**src/rtl/adder_display_pkg.sv**
```systemverilog
// Shared types, segment encodings and default timing for the adder result display.
package adder_display_pkg;

  localparam int DEF_DEBOUNCE_CYCLES = 500000;
  localparam int DEF_BLINK_CYCLES    = 25000000;

  typedef enum logic [1:0] {
    ST_BLANK,
    ST_SHOW,
    ST_OVF
  } disp_state_t;

  // Active-low segments, bit order {dp,g,f,e,d,c,b,a}
  localparam logic [7:0] SEG_0     = 8'hC0;
  localparam logic [7:0] SEG_1     = 8'hF9;
  localparam logic [7:0] SEG_2     = 8'hA4;
  localparam logic [7:0] SEG_3     = 8'hB0;
  localparam logic [7:0] SEG_4     = 8'h99;
  localparam logic [7:0] SEG_5     = 8'h92;
  localparam logic [7:0] SEG_6     = 8'h82;
  localparam logic [7:0] SEG_7     = 8'hF8;
  localparam logic [7:0] SEG_8     = 8'h80;
  localparam logic [7:0] SEG_BLANK = 8'hFF;
  localparam logic [7:0] SEG_MINUS = 8'hBF;
  localparam logic [7:0] SEG_O     = 8'hC0;
  localparam logic [7:0] SEG_F     = 8'h8E;
  localparam logic [7:0] SEG_A     = 8'h88;
  localparam logic [7:0] SEG_S     = 8'h92;

  function automatic logic [7:0] seg_digit(input logic [3:0] d);
    case (d)
      4'd0:    return SEG_0;
      4'd1:    return SEG_1;
      4'd2:    return SEG_2;
      4'd3:    return SEG_3;
      4'd4:    return SEG_4;
      4'd5:    return SEG_5;
      4'd6:    return SEG_6;
      4'd7:    return SEG_7;
      4'd8:    return SEG_8;
      default: return SEG_BLANK;
    endcase
  endfunction

  // -8 negates to 4'b1000, read unsigned as 8, so no wrap handling is needed
  function automatic logic [3:0] magnitude(input logic [3:0] v);
    return v[3] ? (~v + 4'd1) : v;
  endfunction

endpackage

```
**src/rtl/button_debounce.sv**
```systemverilog
// Two-flop synchronizer, counter debounce and one-cycle press pulse on the debounced 1->0 edge.
// After reset the button must be seen released for a full debounce window before presses count.
module button_debounce
  import adder_display_pkg::*;
#(
  parameter int DEBOUNCE_CYCLES = DEF_DEBOUNCE_CYCLES
) (
  input  logic clk,
  input  logic rst_n,
  input  logic button_n,
  output logic press
);

  localparam int CW = $clog2(DEBOUNCE_CYCLES + 1);

  logic          sync1;
  logic          sync2;
  logic          level;
  logic          armed;
  logic [CW-1:0] cnt;
  logic          differ;

  // Until armed, only a stable release is of interest
  assign differ = armed ? (sync2 != level) : sync2;

  always_ff @(posedge clk or negedge rst_n) begin
    if (!rst_n) begin
      sync1 <= 1'b1;
      sync2 <= 1'b1;
      level <= 1'b1;
      armed <= 1'b0;
      cnt   <= '0;
      press <= 1'b0;
    end else begin
      sync1 <= button_n;
      sync2 <= sync1;
      press <= 1'b0;
      if (!differ) begin
        cnt <= '0;
      end else if (cnt == CW'(DEBOUNCE_CYCLES - 1)) begin
        cnt <= '0;
        if (armed) begin
          level <= sync2;
          press <= ~sync2;
        end else begin
          armed <= 1'b1;
        end
      end else begin
        cnt <= cnt + CW'(1);
      end
    end
  end

endmodule

```
**src/rtl/adder_result_display.sv**
```systemverilog
// Captures the upstream adder result on a debounced button press and shows it on three 7-seg digits.
// Display lags the capture by one cycle; OVF_BLINK_EN makes the overflow "OF" blink.
module adder_result_display
  import adder_display_pkg::*;
#(
  parameter int DEBOUNCE_CYCLES = DEF_DEBOUNCE_CYCLES,
  parameter int BLINK_CYCLES    = DEF_BLINK_CYCLES
) (
  input  logic       clk,
  input  logic       rst_n,
  input  logic [3:0] sum,
  input  logic       overflow,
  input  logic       sub_mode,
  input  logic       capture_n,
  output logic [7:0] HEX0,
  output logic [7:0] HEX1,
  output logic [7:0] HEX2,
  output logic       result_valid,
  output logic [3:0] capture_count
);

  logic        capture;
  disp_state_t state;
  logic [3:0]  cap_sum;
  logic        cap_sub;
  logic        blink_on;

  button_debounce #(.DEBOUNCE_CYCLES(DEBOUNCE_CYCLES)) u_debounce (
    .clk      (clk),
    .rst_n    (rst_n),
    .button_n (capture_n),
    .press    (capture)
  );

`ifdef OVF_BLINK_EN
  localparam int BW = $clog2(BLINK_CYCLES + 1);
  logic [BW-1:0] blink_cnt;

  always_ff @(posedge clk or negedge rst_n) begin
    if (!rst_n) begin
      blink_cnt <= '0;
      blink_on  <= 1'b1;
    end else if (capture) begin
      blink_cnt <= '0;
      blink_on  <= 1'b1;
    end else if (state == ST_OVF) begin
      if (blink_cnt == BW'(BLINK_CYCLES - 1)) begin
        blink_cnt <= '0;
        blink_on  <= ~blink_on;
      end else begin
        blink_cnt <= blink_cnt + BW'(1);
      end
    end
  end
`else
  // Steady "OF"
  assign blink_on = (BLINK_CYCLES != 0);
`endif

  always_ff @(posedge clk or negedge rst_n) begin
    if (!rst_n) begin
      state         <= ST_BLANK;
      cap_sum       <= '0;
      cap_sub       <= 1'b0;
      capture_count <= '0;
      HEX0          <= SEG_BLANK;
      HEX1          <= SEG_BLANK;
      HEX2          <= SEG_BLANK;
      result_valid  <= 1'b0;
    end else begin
      if (capture) begin
        state         <= overflow ? ST_OVF : ST_SHOW;
        cap_sum       <= sum;
        cap_sub       <= sub_mode;
        capture_count <= capture_count + 4'd1;
      end
      case (state)
        ST_SHOW: begin
          HEX0         <= seg_digit(magnitude(cap_sum));
          HEX1         <= cap_sum[3] ? SEG_MINUS : SEG_BLANK;
          HEX2         <= cap_sub ? SEG_S : SEG_A;
          result_valid <= 1'b1;
        end
        ST_OVF: begin
          HEX0         <= blink_on ? SEG_F : SEG_BLANK;
          HEX1         <= blink_on ? SEG_O : SEG_BLANK;
          HEX2         <= cap_sub ? SEG_S : SEG_A;
          result_valid <= 1'b1;
        end
        default: begin
          HEX0         <= SEG_BLANK;
          HEX1         <= SEG_BLANK;
          HEX2         <= SEG_BLANK;
          result_valid <= 1'b0;
        end
      endcase
    end
  end

endmodule

```
**config.mk**
```make
export PLATFORM = sky130hd
export DESIGN_NAME = adder_result_display
export DESIGN_NICKNAME = d
export VERILOG_FILES = /design/src/rtl/adder_display_pkg.sv /design/src/rtl/button_debounce.sv /design/src/rtl/adder_result_display.sv
export SDC_FILE = /design/constraint.sdc
export NUM_CORES = 1
export LEC_CHECK = 0
export ABC_AREA = 1
export ABC_CLOCK_PERIOD_IN_PS = 2300
export BUFFER_PORTS_ARGS = -buffer_cell sky130_fd_sc_hd__buf_2
export CORE_MARGIN = 1
export CORE_UTILIZATION = 40
export CTS_CLUSTER_SIZE = 28
export DETAILED_ROUTE_END_ITERATION = 7
export GPL_ROUTABILITY_DRIVEN = 0
export RECOVER_POWER = 50
export SLEW_MARGIN = 25
export SYNTH_ARGS = -nofsm -noshare
export SYNTH_HDL_FRONTEND = slang
export SYNTH_HIERARCHICAL = 1
export SYNTH_SLANG_ARGS = --single-unit
```
**constraint.sdc**
```tcl
create_clock -name clk -period 2.3 [get_ports clk]
set_clock_uncertainty 0.15 [all_clocks]
set_input_delay 0.345 -clock clk [delete_from_list [all_inputs] [get_ports clk]]
set_output_delay 0.345 -clock clk [all_outputs]
set_load 0.05 [all_outputs]
```
### Word level (Yosys, flattened, before mapping)

Memory sizes are Yosys's and may differ from the RTL's.
Index checks and enable logic that the tools add are counted.

* memory bits (read-only): 112
* logic and storage cells: 41
* bits in registers: 60
* output and inout port bits: 29
* memories kept: 1
* input bits: 9

* equal/unequal tests: 4
* reduce and logical (&&, ||, !) cells: 3
* muxes and demuxes: 14
* add/subtract/negate cells: 3
* bitwise logic cells: 2

Memory list
* (name not given): words 16, width 7, rd ports 1, clocked after Yosys merged registers in 0, write ports 0, RTL line adder_display_pkg.sv:31 `case (d)`

Operator list (number)
* 2-to-1 mux 19 bit: 2
* adder 19 x 1 -> 19 bit, second input constant: 1
* equality test 19 bit, second input constant: 1
* case mux 8 bit (2 select lines): 1
* 2-to-1 mux 7 bit: 2
* case mux 7 bit (2 select lines): 1
* adder 4 x 1 -> 4 bit, second input constant: 2
* 2-to-1 mux 1 bit: 5
* 2-to-1 mux 5 bit: 1
* 2-to-1 mux 4 bit: 1
* inverter 4 bit: 1
* AND reduction 3 bit: 1
* equality test 2 x 1 -> 1 bit, second input constant: 1
* equality test 2 bit, second input constant: 1
* 2-to-1 mux 2 bit: 1
* AND reduction 2 bit: 1
* OR reduction 2 bit: 1
* != test 1 bit: 1
* inverter 1 bit: 1

### Depth between registers and ports, before layout

Gate-level depths: netlist of the first run.
An unclocked memory read counts as a cell.

* depth in word-level cells: 5
* gate-level depth with buffers: 11
* depth with buffers taken out: 11

### Cells and area by module

The synthesis of the first run kept the hierarchy.

By module, submodules not included
* button_debounce: instances 1, cells each 184, area each 1372.6 um^2
* adder_result_display: instances 1, cells each 132, area each 1217.4 um^2

### Worst setup path after synthesis of the first run

No wires, ideal clock.

* kind: reg-to-reg
* start: register cap_sum[0]
* end: register HEX0[3]
* path buffers: 0
* stages on the path, launching flop included: 12
* period minus slack after synthesis: 1734 ps
* setup time: 82 ps
* arrival: 1502 ps
* setup slack: 566 ps
* data required time: 2068 ps
* cell sequence: dfrtp_1 -> inv_1 -> ha_1 -> nand2_1 -> nand2_2 -> ha_1 -> inv_1 -> nand2_1 -> o21ai_1 -> nand2_1 -> nand2_1 -> nand2_1

* longest elaborated chain between the ends: 5

RTL lines
* start, declared: RTL line adder_result_display.sv:24 `logic [3:0] cap_sum;`
* start signal, assigned: RTL line adder_result_display.sv:73 `cap_sum <= sum;`
* inverter 4 bit: RTL line adder_display_pkg.sv:47 `return v[3] ? (~v + 4'd1) : v;`
* adder 4 x 1 -> 4 bit: RTL line adder_display_pkg.sv:47
* 2-to-1 mux 4 bit *: RTL line adder_display_pkg.sv:47
* memory (16 x 7 bit) *
* case mux 8 bit (2 select lines) *: RTL line adder_result_display.sv:77 `case (state)`
* end signal, assigned: RTL line adder_result_display.sv:79 `HEX0 <= seg_digit(magnitude(cap_sum));`
* end signal, assigned: RTL line adder_result_display.sv:85 `HEX0 <= blink_on ? SEG_F : SEG_BLANK;`
* end, declared: RTL line adder_result_display.sv:15 `output logic [7:0] HEX0,`

Mark *: on every way between the ends. The rest lies on a longest branch, timed or not.
A chain may end at the register's enable or synchronous reset.

### Worst setup path in the final report of the first run

Ends and elaborated chain as after synthesis.

==> results of run 1 <==
[worst min path at each step]
stage	slack, ns	cells after the start	startpoint	endpoint
final	0.09	3	sum[0]	cap_sum[0]
after global routing	0.09	3	sum[2]	cap_sum[2]
after CTS	0.08	3	sum[0]	cap_sum[0]
after detailed placement	0.19	1	rst_n	cap_sum[3]
after global placement	0.19	1	rst_n	cap_sum[3]
after floorplan	-0.10	0	rst_n	cap_sub
[logic make-up (layout without fill, tap and decap cells)]
group                    after synthesis  after routing  share of synthesized area (%)
XOR/XNOR                              11             11                           4.01
buffers and inverters                 59             90                           10.3
flip-flops                            48             48                           47.1
multiplexers                           1              1                          0.435
AO/OA/AOI/OAI                         22             22                           4.59
adder cells (fa/ha/maj)                8              8                           3.86
other                                  1              3                          0.145
AND/OR/NAND/NOR                      166            166                           29.5
[synthesized netlist by cell type (all sizes together), types with 2 or more instances]
library cell and instances:
nand2 83, nor2 52, buf 13, nand3b 2, xor2 9, xnor2 2
o21ai 15, nor3 3, dfrtp 33, dfstp 15, nand4 6, a21oi 5
nand3 18, ha 8, o21a 2, inv 45
[repair_timing]
item / 4_1_cts / 5_1_grt
endpoints found under the setup margin: 0 / 0
endpoints found under the hold margin: 16 / 0
hold buffers: 2 / 0
[registers in the layout (all words and copies together) (netlist names), 2 cells and up]
register	cells
HEX1	2
cap_sum	4
u_debounce/cnt	19
state	2
capture_count	4
HEX2	3
HEX0	7
[tightest hold or removal path: cells and delay by family]
kind | cells | cell delay [ns]
buffers and inverters | 1 | 0.07
AO/OA/AOI/OAI | 1 | 0.05
AND/OR/NAND/NOR | 1 | 0.04
[final cells by class]
| class | instances | share of cell area, % |
|---|---|---|
| inverter | 45 | 5.80 |
| multi-input combinational | 211 | 38.1 |
| sequential | 48 | 41.9 |
| clock buffer | 5 | 2.36 |
| timing repair buffer | 37 | 7.17 |
| tap | 75 | 3.22 |
| clock inverter | 3 | 1.46 |
[layer usage]
layer / global-route usage [%] / vias to the layer above / routed length (um)
li1: - / 1014 / -
met1: 21.9 / 898 / 2360
met2: 26.3 / 29 / 2230
met3: 4.95 / 5 / 139
met4: 4.74 / 0 / 51
met5: 0 / - / 0
[metrics by stage]
step | area, um^2 | power, mW
3_5_place_dp | 2780 | 0.930
5_1_grt | 2910 | 1.59
3_3_place_gp | 2780 | 0.928
4_1_cts | 2910 | 1.55
6_report | 2910 | 1.53
2_1_floorplan | 2600 | 0.901
[power by group through the flow]
stage | Sequential (mW) | Combinational (mW) | Clock [mW]
after floorplan | 0.871 | 0.0302 | 0
after global placement | 0.871 | 0.0570 | 0
after detailed placement | 0.872 | 0.0581 | 0
after CTS | 0.856 | 0.0609 | 0.637
after global routing | 0.858 | 0.0673 | 0.663
final | 0.856 | 0.0587 | 0.611
==> impl_metrics.tcl, run 1 <==
set metrics [dict create \
    final_core_util_pct 47.8 \
    number_of_flip_flops_and_latches_in_the_synthesized_netlist 48 \
    timing.final.hold_violations 0 \
    layout.filler_cells 606 \
    drive_gt1_share_pct 24.6 \
    switching_share_pct 22.0 \
    grt_antenna_before_repair 0 \
    setup.worst_path.end "HEX0[3]" \
    design.die.area_um2 6800 \
    synthesis.area_per_instance_um2 8.20 \
    floorplan.initialDensity_pct 42.5 \
    slew-limit-headroom_pct 18.8 \
    cts_setup_buffers 0 \
    ff2ff_setup_slack_ns 0.43 \
    internal_power_mw 1.19 \
    diodes 0 \
    gr-total-overflow 0 \
    yosysTopAreaCell "sky130_fd_sc_hd__dfrtp_1" \
    hpwl_um 3630 \
    post_cts_resize_count 0 \
    totalNegativeSetupSlack_ns 0 \
    firstDrtPassIters 4 \
    cts_max_level 2 \
    run_status "completed" \
    grt_max_degree 29 \
    max-clock-path-buffers 2 \
    die_y_um 82.5 \
    cp_capture_type "register" \
    die-width_um 82.5 \
    syn-cell-area_um2 2590 \
    worstRegToRegCells 11 \
    antenna_left 0 \
    static-leakage-power_nw 1.38 \
    grt_first_pass_wirelength_um 8440 \
    fmax_mhz 536 \
    clkLatencyLatePin_ns 0.30 \
    syn2layout_area_growth_pct 12.5 \
    clock_power_share_pct 40.1 \
    async_flop_share_pct 100 \
    count_of_buffers_from_port_buffering 34 \
    commonest_cells_after_routing_fill_and_taps_aside "sky130_fd_sc_hd__nand2_1 (75), sky130_fd_sc_hd__inv_1 (43), sky130_fd_sc_hd__nor2_1 (42)" \
    r2r-end "HEX0[3]" \
    remaining_drc_errors 0 \
    fin_ws_ns 0.435 \
    worstReg2RegStart "cap_sum[0]" \
    num_io_pins 38 \
    number_of_global_route_vias_before_repair 1849 \
    drt_first_iter_violations 88 \
    cts.sinks 48 \
    switching_power_mw 0.336 \
    power_density_nw_per_um2 524 \
    minimum_clock_period_after_layout_ns 1.87 \
    timing.critical_path.fanout_max 6 \
    final_wl_um 4790 \
    cp_num_buf_inv 2 \
    ys_top_cells_by_area "sky130_fd_sc_hd__dfrtp_1 (32%), sky130_fd_sc_hd__dfstp_2 (15%), sky130_fd_sc_hd__nand2_1 (11%)" \
    cts_buffers 5 \
    tritoncts "done" \
    unrepaired_setup_endpoints_after_global_routing "false" \
    clk_root_buffer_cell "sky130_fd_sc_hd__clkbuf_8" \
    netlist_instances 316 \
    floorplan.core_area_um2 6100 \
    setup.worst_path.start_class "register" \
    fp_rows 28 \
    synthFlopType "sky130_fd_sc_hd__dfrtp_1" \
    worstSetupPathType "register to register" \
    synth_top_area_share_pct 31.9 \
    fin_cells 424 \
    vias_per_cell 4.59 \
    worstPathCellList "inv_1 > ha_1 > nand2_1 > nand2_2 > ha_1 > inv_1 > nand2_1 > o21ai_1 > nand2_1 > nand2_1 > nand2_1" \
    groute.usage.overall_pct 16.6 \
    setup.worst_path.start "cap_sum[0]" \
    worst_path_max_delay_cell "sky130_fd_sc_hd__dfrtp_1" \
    final-setup-viol-count 0 \
    critical_path.top_delay_family "adder cells" \
    multi_input_comb_area_um2 1110 \
    synthDistinctLibCells 33 \
    layout_worst_path_cycle_share_pct 81.1 \
    timing.critical_path.slowest_cell_delay_ns 0.41 \
    pwr-share-seq_pct 56.1 \
    cp.arrival_ns 1.95 \
    nNetsFinal 365 \
    synth_enable_flop_cells 0 \
    vias 1946 \
    cp.required_ns 2.39 \
    path_common_cell "sky130_fd_sc_hd__nand2_1" \
    clk_transition_reported_paths_ns 0.09 \
    path_type_of_the_worst_min_delay_path "input port to register" \
    worst-path-stages 11 \
    final.hold.worst_slack_ns 0.0916 \
    placed_cells 414 \
    dp_worst_setup_slack_ns 0.445 \
    final_max_slew_viol_count 0 \
    leading_cell_type_in_the_layout_fill_and_taps_excluded "sky130_fd_sc_hd__nand2_1" \
    sequential_element_share_of_the_synthesized_area_pct 47.1 \
    max_cap_viol_count 0 \
    share_comb_of_total_power_pct 3.8 \
    vdd.ir_drop.worst_mv 0.341 \
    route.detailed.wl_per_inst_um 11.3 \
    worst_pin_slew_ns 1.22 \
    yosys_warnings 6 \
    final-seq-area_um2 1220 \
]
Note: power is estimated with default switching activity, not from simulation.
==> inputs of run 2 (changes only) <==
--- a/config.mk
+++ b/config.mk
@@ -6,7 +6,7 @@
 export NUM_CORES = 1
 export LEC_CHECK = 0
 export ABC_AREA = 1
-export ABC_CLOCK_PERIOD_IN_PS = 2300
+export ABC_CLOCK_PERIOD_IN_PS = 1530
 export BUFFER_PORTS_ARGS = -buffer_cell sky130_fd_sc_hd__buf_2
 export CORE_MARGIN = 1
 export CORE_UTILIZATION = 40
==> constraint.sdc (replaced) <==
create_clock -name clk -period 1.53 [get_ports clk]
set_clock_uncertainty 0.15 [all_clocks]
set_input_delay 0.2295 -clock clk [delete_from_list [all_inputs] [get_ports clk]]
set_output_delay 0.2295 -clock clk [all_outputs]
set_load 0.05 [all_outputs]
==> run 2 against run 1 <==
Effect of this change: the flow now finishes with violations (negative setup slack); via count is 5.2% higher; combinational power is 91% higher; global-route usage is 0.77 points higher; setup slack worse by 0.52 ns; flip-flop and latch count stayed put; die area stayed put; clock power is 56% higher; highest routed layer unchanged; first-iteration DRC count is 9.1% higher; total power is 54% higher; non-clock buffer count is 25 higher; critical path depth stayed put; register-to-register slack worse by 0.52 ns.
==> impl_metrics.tcl, run 2 (synthesized netlist as in run 1, its figures left out) <==
set metrics [dict create \
    run_status "finished, violations left" \
    violations "negative setup slack" \
    vias 2048 \
    largest_register_ffs 19 \
    final-setup-viol-count 9 \
    ff2ff_setup_slack_ns -0.09 \
    nNetsFinal 390 \
    clk_root_buffer_cell "sky130_fd_sc_hd__clkbuf_8" \
    setup.worst_path.start_class "register" \
    worstSetupPathType "register to register" \
    final_max_slew_viol_count 0 \
    fmax_mhz 617 \
    worstRegToRegCells 11 \
    cp.required_ns 1.62 \
    drive_gt1_share_pct 38.2 \
    hpwl_um 3760 \
    vias_per_cell 4.56 \
    diodes 0 \
    grt_first_pass_wirelength_um 8740 \
    floorplan.core_area_um2 6100 \
    static-leakage-power_nw 1.56 \
    cp_capture_type "register" \
    layout_worst_path_cycle_share_pct 106 \
    layout.filler_cells 584 \
    max-clock-path-buffers 2 \
    r2r-end "HEX0[3]" \
    clkLatencyLatePin_ns 0.31 \
    drt_first_iter_violations 96 \
    firstDrtPassIters 4 \
    dp_worst_setup_slack_ns -0.0765 \
    path_type_of_the_worst_min_delay_path "input port to register" \
    worst_pin_slew_ns 0.636 \
    number_of_global_route_vias_before_repair 1921 \
    power.total_mw 2.35 \
    unrepaired_setup_endpoints_after_global_routing "true" \
    clk_transition_reported_paths_ns 0.10 \
    tritoncts "done" \
    groute.usage.overall_pct 17.3 \
    minimum_clock_period_after_layout_ns 1.62 \
    grt_max_degree 49 \
    cts_buffers 5 \
    design.die.area_um2 6800 \
    power_density_nw_per_um2 698 \
    setup.worst_path.start "cap_sum[0]" \
    leading_cell_type_in_the_layout_fill_and_taps_excluded "sky130_fd_sc_hd__nand2_1" \
    commonest_cells_after_routing_fill_and_taps_aside "sky130_fd_sc_hd__nand2_1 (68), sky130_fd_sc_hd__inv_1 (37), sky130_fd_sc_hd__nor2_1 (35)" \
    die-width_um 82.5 \
    largest-register "u_debounce/cnt" \
    route.detailed.wl_per_inst_um 12.0 \
    num_io_pins 38 \
    grt_antenna_before_repair 0 \
    antenna_left 0 \
    final_wl_um 5400 \
    reg.largest.list "u_debounce/cnt: 19 flops, HEX0: 7 flops" \
    die_y_um 82.5 \
    timing.final.hold_violations 0 \
    syn2layout_area_growth_pct 30.0 \
    fin_ws_ns -0.0899 \
    timing.critical_path.fanout_max 3 \
    cts_max_level 2 \
    gr-total-overflow 0 \
    vdd.ir_drop.worst_mv 0.392 \
    cts.sinks 48 \
    totalNegativeSetupSlack_ns -0.252 \
    count_of_buffers_from_port_buffering 34 \
    floorplan.initialDensity_pct 42.5 \
    max_cap_viol_count 0 \
    remaining_drc_errors 0 \
    setup.worst_path.end "HEX0[3]" \
    slew-limit-headroom_pct 57.6 \
    worstReg2RegStart "cap_sum[0]" \
    fp_rows 28 \
    cp.arrival_ns 1.71 \
]
==> run 2: cell types whose count changed in the layout (fill, tap and decap cells not counted), sizes merged <==
cell / previous run / this run
buf: 34 / 49
clkbuf: 6 / 11
clkinv: 1 / 0
dlygate4sd3: 2 / 7
inv: 45 / 46
==> run 2: routing by layer <==
layer | part of all wire [%] | GRT usage (%)
met5 | 0 | 0
met4 | 0.50 | 5.44
met3 | 2.8 | 3.96
met2 | 48 | 27.2
met1 | 49 | 23.7
==> run 2: final cells by class <==
class                   count  area, um^2  share of cell area (%)
clock inverters             3        46.3                    1.37
clock buffers               5        68.8                    2.04
well taps                  75        93.8                    2.79
flip-flops and latches     48        1230                    36.4
multi-input cells         211        1300                    38.6
repair buffers             62         463                    13.7
inverters                  45         169                    5.01
==> run 2: metrics by stage <==
step	cell area [um^2]	utilization [%]	hold slack, ns	instances
final	3370	55.3	0.0450	449
after global routing	3370	55.3	0.0483	449
after CTS	3170	52.0	0.0496	447
after detailed placement	2930	48.0	0.0827	429
after global placement	2930	48.0	0.0807	429
after floorplan	2630	-	-0.216	318
==> run 2: power breakdown <==
part / switching [mW] / leakage, nW / internal [mW]
registers: 0.00676 / 0.568 / 1.28
logic: 0.0701 / 0.939 / 0.0420
clock network: 0.458 / 0.0548 / 0.493
total: 0.535 / 1.56 / 1.82
==> run 2: critical path, cell delays in order (launching register included) <==
cell and delay, ns:
sky130_fd_sc_hd__dfrtp_1 0.41, sky130_fd_sc_hd__inv_2 0.09, sky130_fd_sc_hd__ha_4 0.21, sky130_fd_sc_hd__nand2_4 0.07, sky130_fd_sc_hd__nand2_4 0.06, sky130_fd_sc_hd__ha_4 0.24
sky130_fd_sc_hd__inv_2 0.05, sky130_fd_sc_hd__nand2_2 0.06, sky130_fd_sc_hd__o21ai_2 0.06, sky130_fd_sc_hd__nand2_1 0.06, sky130_fd_sc_hd__nand2_1 0.06, sky130_fd_sc_hd__nand2_1 0.04
==> run 2: worst min path at each step <==
stage,depth (start not counted),startpoint,to,slack [ns]
floorplan,0,rst_n,cap_sub,-0.22
global placement,2,rst_n,cap_sum[3],0.08
detailed placement,2,rst_n,cap_sum[3],0.08
CTS,3,overflow,state[1],0.05
global route,3,overflow,state[1],0.05
finish,3,overflow,state[1],0.04
==> run 2: what timing repair did <==
item | CTS | global route
pin swaps | 6 | 10
buffers inserted | 3 | 2
cloned | 0 | 0
setup endpoints to repair | 20 | 34
endpoints found under the hold margin | 54 | 0
hold buffers | 7 | 0
resized for setup | 12 | 58
